File: src/rtl/mem_arbiter_if.sv
// Requester-side and memory-side signal bundle for mem_arbiter.
// The master modport is the arbiter's view; slave is the environment's.
interface mem_arbiter_if #(
  parameter int NUM_PORTS  = 2,
  parameter int ADDR_WIDTH = 32,
  parameter int DATA_WIDTH = 32
);
  localparam int GW = (NUM_PORTS > 1) ? $clog2(NUM_PORTS) : 1;

  logic [NUM_PORTS-1:0]            req_valid;
  logic [NUM_PORTS-1:0]            req_write;
  logic [NUM_PORTS*ADDR_WIDTH-1:0] req_addr;
  logic [NUM_PORTS*DATA_WIDTH-1:0] req_wdata;
  logic [NUM_PORTS-1:0]            req_done;
  logic [NUM_PORTS-1:0]            req_err;
  logic [DATA_WIDTH-1:0]           rsp_rdata;
  logic                            busy;
  logic [GW-1:0]                   grant_id;
  logic [ADDR_WIDTH-1:0]           mem_addr;
  logic [DATA_WIDTH-1:0]           mem_write_data;
  logic                            mem_read;
  logic                            mem_write;
  logic [DATA_WIDTH-1:0]           mem_read_data;
  logic                            mem_ready;

  modport master (
    input  req_valid, req_write, req_addr, req_wdata, mem_read_data, mem_ready,
    output req_done, req_err, rsp_rdata, busy, grant_id,
           mem_addr, mem_write_data, mem_read, mem_write
  );

  modport slave (
    output req_valid, req_write, req_addr, req_wdata, mem_read_data, mem_ready,
    input  req_done, req_err, rsp_rdata, busy, grant_id,
           mem_addr, mem_write_data, mem_read, mem_write
  );
endinterface

File: src/rtl/mem_arbiter.sv
// Shares one single-beat memory port among NUM_PORTS requesters using
// fixed-priority or round-robin selection, with a response watchdog.
module mem_arbiter #(
  parameter int NUM_PORTS  = 2,
  parameter int ADDR_WIDTH = 32,
  parameter int DATA_WIDTH = 32,
  parameter int RR_MODE    = 0,
  parameter int TIMEOUT    = 255
) (
  input  logic          clk,
  input  logic          reset,
  mem_arbiter_if.master bus
);
  localparam int GW = (NUM_PORTS > 1) ? $clog2(NUM_PORTS) : 1;
  localparam int CW = (TIMEOUT > 0) ? $clog2(TIMEOUT + 1) : 1;
  localparam logic [CW-1:0] CNT_LAST = (TIMEOUT > 0) ? CW'(TIMEOUT - 1) : '0;

  typedef enum logic {IDLE, BUSY} state_t;

  state_t                  state_q, state_d;
  logic [GW-1:0]           grant_q, grant_d;
  logic [GW-1:0]           last_q, last_d;
  logic [ADDR_WIDTH-1:0]   addr_q, addr_d;
  logic [DATA_WIDTH-1:0]   wdata_q, wdata_d;
  logic                    write_q, write_d;
  logic [CW-1:0]           cnt_q, cnt_d;
  logic [NUM_PORTS-1:0]    done_q, done_d;
  logic [NUM_PORTS-1:0]    err_q, err_d;
  logic [DATA_WIDTH-1:0]   rdata_q, rdata_d;

  logic [NUM_PORTS-1:0]    eligible;
  logic                    found;
  logic [GW-1:0]           win;
  logic [ADDR_WIDTH-1:0]   sel_addr;
  logic [DATA_WIDTH-1:0]   sel_wdata;
  logic                    sel_write;

  // The channel completing this cycle is masked so it cannot be re-accepted
  // while its requester is still dropping req_valid.
  always_comb begin
    eligible  = bus.req_valid & ~done_q & ~err_q;
    found     = 1'b0;
    win       = '0;
    sel_addr  = '0;
    sel_wdata = '0;
    sel_write = 1'b0;
    if (RR_MODE == 0) begin
      for (int unsigned i = 0; i < NUM_PORTS; i++) begin
        if (!found && eligible[i]) begin
          found = 1'b1;
          win   = GW'(i);
        end
      end
    end else begin
      for (int unsigned k = 1; k <= NUM_PORTS; k++) begin
        for (int unsigned i = 0; i < NUM_PORTS; i++) begin
          if (!found && eligible[i] &&
              (i == (32'(last_q) + k) % 32'(NUM_PORTS))) begin
            found = 1'b1;
            win   = GW'(i);
          end
        end
      end
    end
    for (int unsigned i = 0; i < NUM_PORTS; i++) begin
      if (win == GW'(i)) begin
        sel_addr  = bus.req_addr[i*ADDR_WIDTH +: ADDR_WIDTH];
        sel_wdata = bus.req_wdata[i*DATA_WIDTH +: DATA_WIDTH];
        sel_write = bus.req_write[i];
      end
    end
  end

  always_comb begin
    state_d = state_q;
    grant_d = grant_q;
    last_d  = last_q;
    addr_d  = addr_q;
    wdata_d = wdata_q;
    write_d = write_q;
    cnt_d   = cnt_q;
    done_d  = '0;
    err_d   = '0;
    rdata_d = rdata_q;
    unique case (state_q)
      IDLE: begin
        if (found) begin
          grant_d = win;
          last_d  = win;
          addr_d  = sel_addr;
          wdata_d = sel_wdata;
          write_d = sel_write;
          cnt_d   = '0;
          state_d = BUSY;
        end
      end
      BUSY: begin
        if (bus.mem_ready) begin
          done_d  = NUM_PORTS'(1) << grant_q;
          if (!write_q) rdata_d = bus.mem_read_data;
          state_d = IDLE;
        end else if ((TIMEOUT != 0) && (cnt_q == CNT_LAST)) begin
          err_d   = NUM_PORTS'(1) << grant_q;
          state_d = IDLE;
        end else if (cnt_q != '1) begin
          cnt_d = cnt_q + 1'b1;
        end
      end
      default: state_d = IDLE;
    endcase
  end

  always_ff @(posedge clk or negedge reset) begin
    if (!reset) begin
      state_q <= IDLE;
      grant_q <= '0;
      last_q  <= GW'(NUM_PORTS - 1);
      addr_q  <= '0;
      wdata_q <= '0;
      write_q <= 1'b0;
      cnt_q   <= '0;
      done_q  <= '0;
      err_q   <= '0;
      rdata_q <= '0;
    end else begin
      state_q <= state_d;
      grant_q <= grant_d;
      last_q  <= last_d;
      addr_q  <= addr_d;
      wdata_q <= wdata_d;
      write_q <= write_d;
      cnt_q   <= cnt_d;
      done_q  <= done_d;
      err_q   <= err_d;
      rdata_q <= rdata_d;
    end
  end

  // Memory bus is gated by state so it reads as zero whenever idle.
  assign bus.busy           = (state_q == BUSY);
  assign bus.grant_id       = grant_q;
  assign bus.req_done       = done_q;
  assign bus.req_err        = err_q;
  assign bus.rsp_rdata      = rdata_q;
  assign bus.mem_addr       = (state_q == BUSY) ? addr_q  : '0;
  assign bus.mem_write_data = (state_q == BUSY) ? wdata_q : '0;
  assign bus.mem_read       = (state_q == BUSY) && !write_q;
  assign bus.mem_write      = (state_q == BUSY) && write_q;
endmodule
File: src/flat_wrapper.sv
// flat-port wrapper written by rule: the top's interface ports become plain ports
module mem_arbiter_flat 
#(
  parameter int NUM_PORTS  = 2,
  parameter int ADDR_WIDTH = 32,
  parameter int DATA_WIDTH = 32,
  parameter int RR_MODE    = 0,
  parameter int TIMEOUT    = 255
)
  (clk, reset, bus_req_valid, bus_req_write, bus_req_addr, bus_req_wdata, bus_mem_read_data, bus_mem_ready, bus_req_done, bus_req_err, bus_rsp_rdata, bus_busy, bus_grant_id, bus_mem_addr, bus_mem_write_data, bus_mem_read, bus_mem_write);
  mem_arbiter_if #(.NUM_PORTS(NUM_PORTS), .ADDR_WIDTH(ADDR_WIDTH), .DATA_WIDTH(DATA_WIDTH)) bus_i ();
  input  logic clk;
  input  logic reset;
  input wire logic [$bits(bus_i.req_valid)-1:0] bus_req_valid;
  input wire logic [$bits(bus_i.req_write)-1:0] bus_req_write;
  input wire logic [$bits(bus_i.req_addr)-1:0] bus_req_addr;
  input wire logic [$bits(bus_i.req_wdata)-1:0] bus_req_wdata;
  input wire logic [$bits(bus_i.mem_read_data)-1:0] bus_mem_read_data;
  input wire logic [$bits(bus_i.mem_ready)-1:0] bus_mem_ready;
  output wire logic [$bits(bus_i.req_done)-1:0] bus_req_done;
  output wire logic [$bits(bus_i.req_err)-1:0] bus_req_err;
  output wire logic [$bits(bus_i.rsp_rdata)-1:0] bus_rsp_rdata;
  output wire logic [$bits(bus_i.busy)-1:0] bus_busy;
  output wire logic [$bits(bus_i.grant_id)-1:0] bus_grant_id;
  output wire logic [$bits(bus_i.mem_addr)-1:0] bus_mem_addr;
  output wire logic [$bits(bus_i.mem_write_data)-1:0] bus_mem_write_data;
  output wire logic [$bits(bus_i.mem_read)-1:0] bus_mem_read;
  output wire logic [$bits(bus_i.mem_write)-1:0] bus_mem_write;
  assign bus_i.req_valid = bus_req_valid;
  assign bus_i.req_write = bus_req_write;
  assign bus_i.req_addr = bus_req_addr;
  assign bus_i.req_wdata = bus_req_wdata;
  assign bus_i.mem_read_data = bus_mem_read_data;
  assign bus_i.mem_ready = bus_mem_ready;
  assign bus_req_done = bus_i.req_done;
  assign bus_req_err = bus_i.req_err;
  assign bus_rsp_rdata = bus_i.rsp_rdata;
  assign bus_busy = bus_i.busy;
  assign bus_grant_id = bus_i.grant_id;
  assign bus_mem_addr = bus_i.mem_addr;
  assign bus_mem_write_data = bus_i.mem_write_data;
  assign bus_mem_read = bus_i.mem_read;
  assign bus_mem_write = bus_i.mem_write;
  mem_arbiter #(.NUM_PORTS(NUM_PORTS), .ADDR_WIDTH(ADDR_WIDTH), .DATA_WIDTH(DATA_WIDTH), .RR_MODE(RR_MODE), .TIMEOUT(TIMEOUT)) u_core (.clk(clk), .reset(reset), .bus(bus_i));
endmodule
File: config.mk
export PLATFORM = sky130hd
export DESIGN_NAME = mem_arbiter_flat
export DESIGN_NICKNAME = d
export VERILOG_FILES = /design/src/rtl/mem_arbiter_if.sv /design/src/rtl/mem_arbiter.sv /design/src/flat_wrapper.sv
export SDC_FILE = /design/constraint.sdc
export NUM_CORES = 1
export LEC_CHECK = 0
export CAP_MARGIN = 20
export CORE_AREA = 3 3 106 159
export CTS_BUF_LIST = sky130_fd_sc_hd__clkbuf_2
export CTS_CLUSTER_DIAMETER = 60
export DETAILED_ROUTE_END_ITERATION = 7
export DIE_AREA = 0 0 109 162
export PLACE_DENSITY = 0.7
export SYNTH_ARGS = -nofsm -noshare
export SYNTH_HDL_FRONTEND = slang
export SYNTH_SLANG_ARGS = --single-unit
File: constraint.sdc
create_clock -name clk -period 2 [get_ports clk]
set_clock_uncertainty 0.05 [all_clocks]
set_input_delay 0.2 -clock clk [delete_from_list [all_inputs] [get_ports clk]]
set_output_delay 0.2 -clock clk [all_outputs]
set_load 0.005 [all_outputs]
# == Word-level counts from Yosys, hierarchy flattened ==
# Cells that the tools add are included.
# totals
reg_bits,111
latchBits,0
ramBits,0
romBits,0
out_inout_bits,104
elab_cells,53
memories,0
# classes
n_addsub,1
mul,0
n_div,0
order_cmp,0
eq_ne,6
shift,1
muxes,22
bitwise_logic,6
reduce_logical,8
# op_table
cell,n
$mux 32,4
$mux 8,4
$pmux 8 s2,1
$mux 2,5
$add 8x1->8 const B,1
$eq 8x8->1 const B,1
$ne 8x8->1 const B,1
$mux 1,7
$ne 2x2->1 const B,3
$and 2x2->2,2
$not 2->2,2
$reduce_and 4->1,1
$logic_and 1x1->1,3
$reduce_and 3->1,1
$logic_not 1->1,2
$ne 2x1->1 const B,1
$not 1->1,2
$pmux 1 s2,1
$reduce_and 2->1,1
$shl 1x1->2 const A,1

# == Logic depth before layout (Yosys ltp) ==
# Gate-level depths: netlist of run 1.
# logic_depth
ltp_word,9
ltp_mapped,6

# == Least setup slack after synthesis of run 1 ==
# No wires, ideal clock.
# synth_path
path_kind,reg-to-reg
from,register u_core.done_q[1] (netlist: u_core.bus.req_done[1])
to,register u_core.addr_q[10]
arrival_ns,1.484
required_time_ns,1.824
slack_ns,0.340
path_stages_with_launch,7
n_path_buf,2
path_cell_list,dfrtp_1 -> or3b_4 -> nor2b_4 -> buf_12 -> buf_12 -> mux2i_1 -> a21oi_1
# synth_via
elab_chain_cells,6
# synth_lines
item,line_no,text
"start, declared",mem_arbiter.sv:27,"logic [NUM_PORTS-1:0] done_q, done_d;"
"start signal, assigned",mem_arbiter.sv:133,done_q <= done_d;
$not 2->2 (*),mem_arbiter.sv:41,eligible = bus.req_valid & ~done_q & ~err_q;
$and 2x2->2 (*) (2 in a row),mem_arbiter.sv:41,
$logic_and 1x1->1 (*),mem_arbiter.sv:49,if (!found && eligible[i]) begin
$mux 1,mem_arbiter.sv:49,
$mux 32 or $reduce_and 2->1 (tied branches),--,
"end signal, assigned",mem_arbiter.sv:129,addr_q <= addr_d;
"end, declared",mem_arbiter.sv:23,"logic [ADDR_WIDTH-1:0] addr_q, addr_d;"
# Every way passes the cells marked *; elsewhere a longest branch is shown, timed or not.
# A chain may end at the register's enable or synchronous reset.

# == Final worst setup path of run 1 ==
# layout_path
from,register u_core.state_q (netlist: u_core.bus.busy)
to,output port bus_mem_write_data[16]
# layout_via
elab_chain_cells,1
# layout_lines
item,line_no,text
"start, declared",mem_arbiter.sv:20,"state_t state_q, state_d;"
"start signal, assigned",mem_arbiter.sv:126,state_q <= state_d;
$mux 32,mem_arbiter.sv:146,assign bus.mem_write_data = (state_q == BUSY) ? wdata_q : '0;
"end, declared",flat_wrapper.sv:26,output wire logic [$bits(bus_i.mem_write_data)-1:0] bus_mem_write_data;
# No other way between the ends.

==> results.md, run 1 <==
| Quantity | Value | Unit |
|:---|:---|:---|
| Result of the run | finished, violations left | - |
| Failing checks | negative setup slack | - |
| Total gr overflow | 0 | - |
| Power density of the placed cells | 1310 | mW/mm2 |
| Last element of the critical path | bus_mem_write_data[16] | - |
| Combinational share of power | 57.4 | % |
| Standard cell area after detailed placement | 0.00835 | mm2 |
| Final worst setup slack | -0.182 | ns |
| Number of buffers inserted by port buffering | 270 | - |
| Arrival time at the worst endpoint | 1.93 | ns |
| Required time at the worst-slack endpoint | 1.75 | ns |
| Internal | 0.00758 | W |
| Mapped Avg Cell Area | 10.9 | um2 |
| Slew at the pin with the worst max-slew slack | 0.336 | ns |
| Number of H-tree levels | 3 | - |
| Setup violation total in the final timing report | 92 | - |
| Max-slew headroom | 77.6 | % |
| Max Buffers Root-to-Sink | 2 | - |
| Worst min-delay path startpoint | bus_mem_read_data[11] | - |
| Finished layout cell area | 0.00897 | mm2 |
| Maximum number of pins on one net before global-route repair | 41 | - |
| Unrepaired setup endpoints after global routing | yes | - |
| Post-detailed-route wirelength per cell | 18.0 | um |
| Number of fill cells in the layout | 1362 | - |
| Clock insertion delay at the later pin of the skew report | 0.61 | ns |
| Worst setup SP type | flip-flop | - |
| Multiplexer area fraction after synthesis | 18.9 | % |
| Reg2reg path depth | 9 | - |
| Root cell of the clock tree | sky130_fd_sc_hd__clkbuf_2 | - |
| Setup slack on the worst flop-to-flop path | -0.16 | ns |
| Global placer's final weighted congestion | 0.804 | - |
| Sequential element share of the synthesized area | 51.5 | % |
| Starting density of the core | 34.5 | % |
| Antenna Violating Nets Remaining | 0 | - |
| Hold WC Path Type | input port to flip-flop | - |
| Relative area change from synthesis to final layout | 66.3 | % |
| Share of the clock period used by the worst path after layout | 109 | % |
| Startpoint of the lowest-slack register-to-register path | u_core.bus.busy | - |
| Via total after detailed routing | 4831 | - |
| Core outline area | 0.0156 | mm2 |
| Distinct cell type count of the synthesized netlist | 36 | - |
| EDFF count, synth | 0 | - |
| Share of cells above drive strength 1 | 16.1 | % |
| Type of element capturing the critical path | primary output | - |
| Routed Wire Length | 18000 | um |
| Upper clock frequency limit | 0.458 | GHz |
| First-pass GRT wire length | 25900 | um |
| I/O pin total | 271 | - |
| Reg2reg end | u_core.cnt_q[5] | - |
| Clock power frac | 9.5 | % |
| Area share of and/or/nand/nor cells after synthesis | 15.6 | % |
| Final slew viol count | 0 | - |
| Number of non-filler instances in the completed layout | 1003 | - |
| Number of synthesized register bits | 111 | - |
| Fin nets | 963 | - |
| Warnings, synthesis | 0 | - |
| Detailed-routing iteration count for the pre-antenna-repair pass | 4 | - |
| Die footprint | 0.0177 | mm2 |
| Ys flop type | sky130_fd_sc_hd__dfrtp_1 | - |
| Synthesized-area fraction occupied by ao, oa, aoi and oai cells | 8.70 | % |
| Hold slack final | 0.0884 | ns |
| Clock net sink count | 111 | - |
| Die Y-Extent | 162 | um |
| Gate Count Post-Synth | 493 | - |
| Via density per instance | 4.82 | - |
| Initial antenna violation count | 1 | - |
| Largest fanout on the critical path | 26 | - |
| Fraction of power spent switching nets | 35.4 | % |
| Cell Rows | 56 | - |
| Clock tree from TritonCTS | done | - |
| Post-Synth XOR/XNOR Area | 0 | % |
| Vias in the first global route | 5016 | - |
| Async set-or-reset flop fraction in the synthesized netlist | 100 | % |
| Netlist area before placement | 0.00540 | mm2 |
| Num CTS Buffers | 9 | - |
| Net switching power of the design | 0.00415 | W |
| Post-route DRC violation count | 0 | - |
| Initial DRC Count | 202 | - |
| Die width | 109 | um |
| Adder-cell share of the synthesized area | 0.464 | % |
| Final critical delay including setup and external delays | 2.18 | ns |
| Peak supply drop | 747 | uV |
| Critical Path Source | u_core.bus.busy | - |
| All-Layer GR Usage | 18.9 | % |
| Max-Cap Viols | 0 | - |
| Clock-pin slew on the worst setup and hold paths | 0.33 | ns |
| Reported leakage power | 3.95 | nW |
| Final Hold Viols | 0 | - |
| Sequential share of power | 33.1 | % |
| Syn_nets | 662 | - |
| HPWL after detailed placement | 12600 | um |
| Critical path start-end classification | flip-flop to primary output | - |
| Cell total after placement | 950 | - |
| Post-layout utilization of the core | 57.4 | % |
| Sum of negative setup slack | -5.15 | ns |
| Largest family of logic cells by synthesized area | multiplexers | - |
-- layer usage --
metal | part of all wire, % | global-route usage (%) | vias up
li1 | - | - | 2293
met1 | 36 | 20.6 | 2317
met4 | 2.2 | 6.09 | 0
met2 | 53 | 34.5 | 195
met5 | 0 | 0 | -
met3 | 8.4 | 5.53 | 26
-- power groups by stage --
| stage | logic (W) | registers, W | clock network [W] |
|---|---|---|---|
| 3_5_place_dp | 0.00602 | 0.00391 | 0 |
| 5_1_grt | 0.00733 | 0.00403 | 0.00127 |
| 6_report | 0.00673 | 0.00388 | 0.00112 |
| 4_1_cts | 0.00605 | 0.00387 | 0.00118 |
| 3_3_place_gp | 0.00590 | 0.00385 | 0 |
| 2_1_floorplan | 0.00262 | 0.00379 | 0 |
-- cells by family after synthesis --
group                    after synthesis
buffers and inverters                 37
AO/OA/AOI/OAI                         82
flip-flops                           111
multiplexers                          98
adder cells (fa/ha/maj)                2
AND/OR/NAND/NOR                      163
-- worst min path at each step --
stage | to | cells past startpoint
after CTS | u_core.bus.rsp_rdata[24] | 3
after detailed placement | u_core.addr_q[0] | 1
after global placement | u_core.addr_q[11] | 1
after global routing | u_core.bus.rsp_rdata[11] | 2
after floorplan | u_core.addr_q[0] | 0
final | u_core.bus.rsp_rdata[11] | 2
-- repair_timing --
| action | in CTS | in global routing |
|---|---|---|
| gates resized for setup | 146 | 69 |
| hold endpoints to repair | 111 | 36 |
| setup buffers | 5 | 11 |
| hold buffers | 2 | 3 |
| pin swaps | 3 | 1 |
| cloned | 2 | 13 |
| endpoints found under the setup margin | 67 | 132 |
-- stage by stage --
| step | total power, W | worst slack [ns] |
|---|---|---|
| 2_1_floorplan | 0.00642 | 0.340 |
| 3_3_place_gp | 0.00975 | -0.0536 |
| 3_5_place_dp | 0.00993 | -0.106 |
| 4_1_cts | 0.0111 | -0.304 |
| 5_1_grt | 0.0126 | -0.328 |
| 6_report | 0.0117 | -0.182 |
-- layout by cell type, fill, tap and decap left out, types with 2 or more instances in the layout --
cell / synthesis / layout
sky130_fd_sc_hd__clkdlybuf4s50_1: 0 / 204
sky130_fd_sc_hd__dfrtp_1: 111 / 109
sky130_fd_sc_hd__nor2_1: 71 / 70
sky130_fd_sc_hd__mux2i_1: 66 / 66
sky130_fd_sc_hd__a21oi_1: 65 / 65
sky130_fd_sc_hd__and2_1: 66 / 61
sky130_fd_sc_hd__clkbuf_2: 0 / 41
sky130_fd_sc_hd__mux2_1: 30 / 30
sky130_fd_sc_hd__buf_12: 6 / 13
sky130_fd_sc_hd__buf_4: 2 / 12
sky130_fd_sc_hd__buf_2: 13 / 12
sky130_fd_sc_hd__clkbuf_16: 0 / 11
sky130_fd_sc_hd__dlymetal6s2s_1: 0 / 10
sky130_fd_sc_hd__clkdlybuf4s15_1: 0 / 9
sky130_fd_sc_hd__buf_6: 0 / 8
sky130_fd_sc_hd__and2_4: 0 / 5
sky130_fd_sc_hd__nand3_1: 5 / 5
sky130_fd_sc_hd__a31oi_1: 5 / 5
sky130_fd_sc_hd__inv_1: 4 / 4
sky130_fd_sc_hd__and3_1: 4 / 4
sky130_fd_sc_hd__dlygate4sd3_1: 0 / 4
sky130_fd_sc_hd__buf_8: 0 / 4
sky130_fd_sc_hd__nand2_1: 3 / 3
sky130_fd_sc_hd__nor3_1: 3 / 3
sky130_fd_sc_hd__buf_16: 0 / 3
sky130_fd_sc_hd__nand4_1: 2 / 2
sky130_fd_sc_hd__nor2b_4: 1 / 2
sky130_fd_sc_hd__or3b_4: 2 / 2
sky130_fd_sc_hd__nor4_1: 2 / 2
sky130_fd_sc_hd__a41oi_1: 2 / 2
sky130_fd_sc_hd__mux2_2: 2 / 2
sky130_fd_sc_hd__ha_1: 2 / 2
sky130_fd_sc_hd__inv_6: 0 / 2
sky130_fd_sc_hd__inv_8: 0 / 2
sky130_fd_sc_hd__dfrtp_2: 0 / 2
-- cell usage after synthesis (2+ instances only) --
cell type / n / area share [%]
sky130_fd_sc_hd__nand2b_1: 2 / 0.23
sky130_fd_sc_hd__dfrtp_1: 111 / 51
sky130_fd_sc_hd__a41oi_1: 2 / 0.32
sky130_fd_sc_hd__clkbuf_1: 12 / 0.83
sky130_fd_sc_hd__nor4_1: 2 / 0.23
sky130_fd_sc_hd__nand2_1: 3 / 0.21
sky130_fd_sc_hd__mux2i_1: 66 / 12
sky130_fd_sc_hd__mux2_1: 30 / 6.3
sky130_fd_sc_hd__nor3_1: 3 / 0.28
sky130_fd_sc_hd__and2_1: 66 / 7.7
sky130_fd_sc_hd__inv_1: 4 / 0.28
sky130_fd_sc_hd__a21oi_1: 65 / 6.0
sky130_fd_sc_hd__nor2_1: 71 / 4.9
sky130_fd_sc_hd__nand3_1: 5 / 0.46
sky130_fd_sc_hd__buf_2: 13 / 1.2
sky130_fd_sc_hd__buf_4: 2 / 0.28
sky130_fd_sc_hd__or3b_4: 2 / 0.42
sky130_fd_sc_hd__a31oi_1: 5 / 0.58
sky130_fd_sc_hd__buf_12: 6 / 2.2
sky130_fd_sc_hd__mux2_2: 2 / 0.42
sky130_fd_sc_hd__ha_1: 2 / 0.46
sky130_fd_sc_hd__and3_1: 4 / 0.46
sky130_fd_sc_hd__nand4_1: 2 / 0.23
-- final cells by class --
type                    count  area, um2  share of cell area, %
flip-flops and latches    111       2780                   31.0
well taps                 203        254                   2.83
clock buffers               9       45.0                  0.502
clock inverters             7       86.3                  0.962
diodes                      1       2.50                 0.0279
inverters                   4       15.0                  0.167
multi-input cells         345       2410                   26.8
repair buffers            323       3380                   37.7
-- worst max-delay path, stage by stage (launching register included) --
cell,delay [ns]
sky130_fd_sc_hd__dfrtp_2,0.50
sky130_fd_sc_hd__buf_12,0.17
sky130_fd_sc_hd__and2_4,0.15
sky130_fd_sc_hd__clkdlybuf4s50_1,0.49
-- flip-flops by register name (all words and copies together), names as in the netlist --
register	cells
u_core.bus.busy	1
u_core.bus.grant_id	1
u_core.cnt_q	8
u_core.wdata_q	32
u_core.bus.rsp_rdata	32
u_core.bus.req_err	2
u_core.addr_q	32
u_core.write_q	1
u_core.bus.req_done	2
(Power assumes the default switching activity.)
==> run 2: changes to the inputs <==
Settings changed: CELL_PAD_IN_SITES_DETAIL_PLACEMENT from default to 2, CELL_PAD_IN_SITES_GLOBAL_PLACEMENT from default to 2, CORE_AREA 3 3 106 159 to 3 3 127 190, DIE_AREA 0 0 109 162 to 0 0 130 193, PLACE_DENSITY 0.7 to default, PLACE_DENSITY_LB_ADDON from default to 0.1.
Clock period 2 ns to 2.5 ns, I/O delays scaled along.
==> results.md, run 2 (synthesis results as in run 1) <==
| Quantity | Value | Unit |
|:---|:---|:---|
| Result of the run | finished, final reports clean | - |
| Routed Wire Length | 19800 | um |
| Hold WC Path Type | input port to flip-flop | - |
| Critical Path Source | u_core.bus.busy | - |
| Maximum number of pins on one net before global-route repair | 63 | - |
| I/O pin total | 271 | - |
| Number of H-tree levels | 3 | - |
| Final Hold Viols | 0 | - |
| Final slew viol count | 0 | - |
| Starting density of the core | 23.9 | % |
| Core outline area | 0.0226 | mm2 |
| Arrival time at the worst endpoint | 2.08 | ns |
| Sum of negative setup slack | 0 | ns |
| Root cell of the clock tree | sky130_fd_sc_hd__clkbuf_2 | - |
| Hold slack final | 0.117 | ns |
| Via total after detailed routing | 4770 | - |
| Commonest non-fill, non-tap cell in the layout | sky130_fd_sc_hd__clkdlybuf4s50_1 | - |
| Slew at the pin with the worst max-slew slack | 0.801 | ns |
| Share of cells above drive strength 1 | 5.25 | % |
| Max Buffers Root-to-Sink | 2 | - |
| Power density of the placed cells | 1010 | mW/mm2 |
| Die Y-Extent | 193 | um |
| Clock net sink count | 111 | - |
| Relative area change from synthesis to final layout | 59.5 | % |
| Post-detailed-route wirelength per cell | 19.0 | um |
| HPWL after detailed placement | 15100 | um |
| Minimum setup slack after placement | 0.311 | ns |
| Startpoint of the lowest-slack register-to-register path | u_core.cnt_q[0] | - |
| Die footprint | 0.0251 | mm2 |
| Setup slack on the worst flop-to-flop path | 0.52 | ns |
| Clock tree from TritonCTS | done | - |
| Max-Cap Viols | 0 | - |
| Num CTS Buffers | 9 | - |
| Initial antenna violation count | 2 | - |
| Die width | 130 | um |
| Worst path max stage delay | 0.58 | ns |
| Cells along the critical path | buf_4, and2_1, clkdlybuf4s50_1 | - |
| Peak supply drop | 356 | uV |
| Worst min-delay path startpoint | bus_mem_read_data[14] | - |
| Number of buffers inserted by port buffering | 270 | - |
| Share of the clock period used by the worst path after layout | 95.0 | % |
| Required time at the worst-slack endpoint | 2.20 | ns |
| Critical path's top delay family | buffers and inverters | - |
| Clock-pin slew on the worst setup and hold paths | 0.29 | ns |
| Max-slew headroom | 46.6 | % |
| Detailed-routing iteration count for the pre-antenna-repair pass | 4 | - |
| Reported leakage power | 3.81 | nW |
| Fin nets | 926 | - |
| Most frequent cells in the layout | sky130_fd_sc_hd__clkdlybuf4s50_1, sky130_fd_sc_hd__dfrtp_1, sky130_fd_sc_hd__nor2_1 | - |
| Via density per instance | 4.58 | - |
| Bufs and invs on worst path | 2 | - |
| Worst setup SP type | flip-flop | - |
| Final critical delay including setup and external delays | 2.38 | ns |
| Clock insertion delay at the later pin of the skew report | 0.64 | ns |
| Total gr overflow | 0 | - |
| Vias in the first global route | 5460 | - |
| Post-route DRC violation count | 0 | - |
| Critical path start-end classification | flip-flop to primary output | - |
| Final worst setup slack | 0.125 | ns |
| Cell Rows | 67 | - |
| All-Layer GR Usage | 15.3 | % |
| Type of element capturing the critical path | primary output | - |
| Unrepaired setup endpoints after global routing | yes | - |
| First-pass GRT wire length | 29500 | um |
| Initial DRC Count | 67 | - |
| Global placer's final weighted congestion | 0.726 | - |
| Upper clock frequency limit | 0.421 | GHz |
| Worst-path cell with the longest stage delay | sky130_fd_sc_hd__dfrtp_4 | - |
| Antenna Violating Nets Remaining | 0 | - |
| Largest fanout on the critical path | 8 | - |
| Setup violation total in the final timing report | 0 | - |
[run 2: where the power goes]
part / leakage [nW] / switching (W) / internal [W]
registers: 1.28 / 0.000491 / 0.00262
clock network: 0.0731 / 0.000614 / 0.000231
logic: 2.45 / 0.00201 / 0.00274
[run 2: final timing paths]
path / end / depth (start not counted)
worst max-delay path: bus_mem_write_data[31] / 3
max in group asynchronous: u_core.bus.rsp_rdata[0] / 3
worst min register to register: u_core.bus.rsp_rdata[31] / 1
worst min-delay path: u_core.bus.rsp_rdata[14] / 2
worst max register to register: u_core.cnt_q[5] / 5
min in group asynchronous: u_core.bus.rsp_rdata[2] / 2
[run 2: per-layer routing]
metal  up-vias  track usage [%]  share of wire [%]
li1       2216                -                  -
met1      2336             16.6                 38
met2       197             28.0                 52
met3        21             4.69                7.7
met4         0             4.92                2.2
met5         -                0                  0
[run 2: metrics by stage]
stage / area [um2] / utilization (%) / total power (W) / cells
final: 8600 / 38.2 / 0.00870 / 1041
after global routing: 8600 / 38.2 / 0.00949 / 1041
after CTS: 8490 / 37.7 / 0.00895 / 1037
after detailed placement: 8360 / 37.1 / 0.00803 / 1018
after global placement: 8360 / 37.1 / 0.00783 / 1018
after floorplan: 5400 / - / 0.00513 / 493
[run 2: repair_timing]
action,CTS,global route
hold endpoints to repair,53,0
cloned,0,1
endpoints found under the setup margin,53,46
hold buffers,1,0
buffers inserted,2,0
resized for setup,7,31
[run 2: final cells by class]
class	count	area [um2]
Clock inverter	5	48.8
Fill cell	2459	13900
Inverter	4	15.0
Tap cell	276	345
Multi-Input combinational cell	345	2360
Timing Repair Buffer	286	2990
Antenna cell	3	7.51
Clock buffer	11	55.1
Sequential cell	111	2780
==> run 3: changes to the inputs <==
Settings changed: SLEW_MARGIN from default to 20.
==> results of run 3 <==
No change in the layout: final DEF, timing and power equal those of run 2.
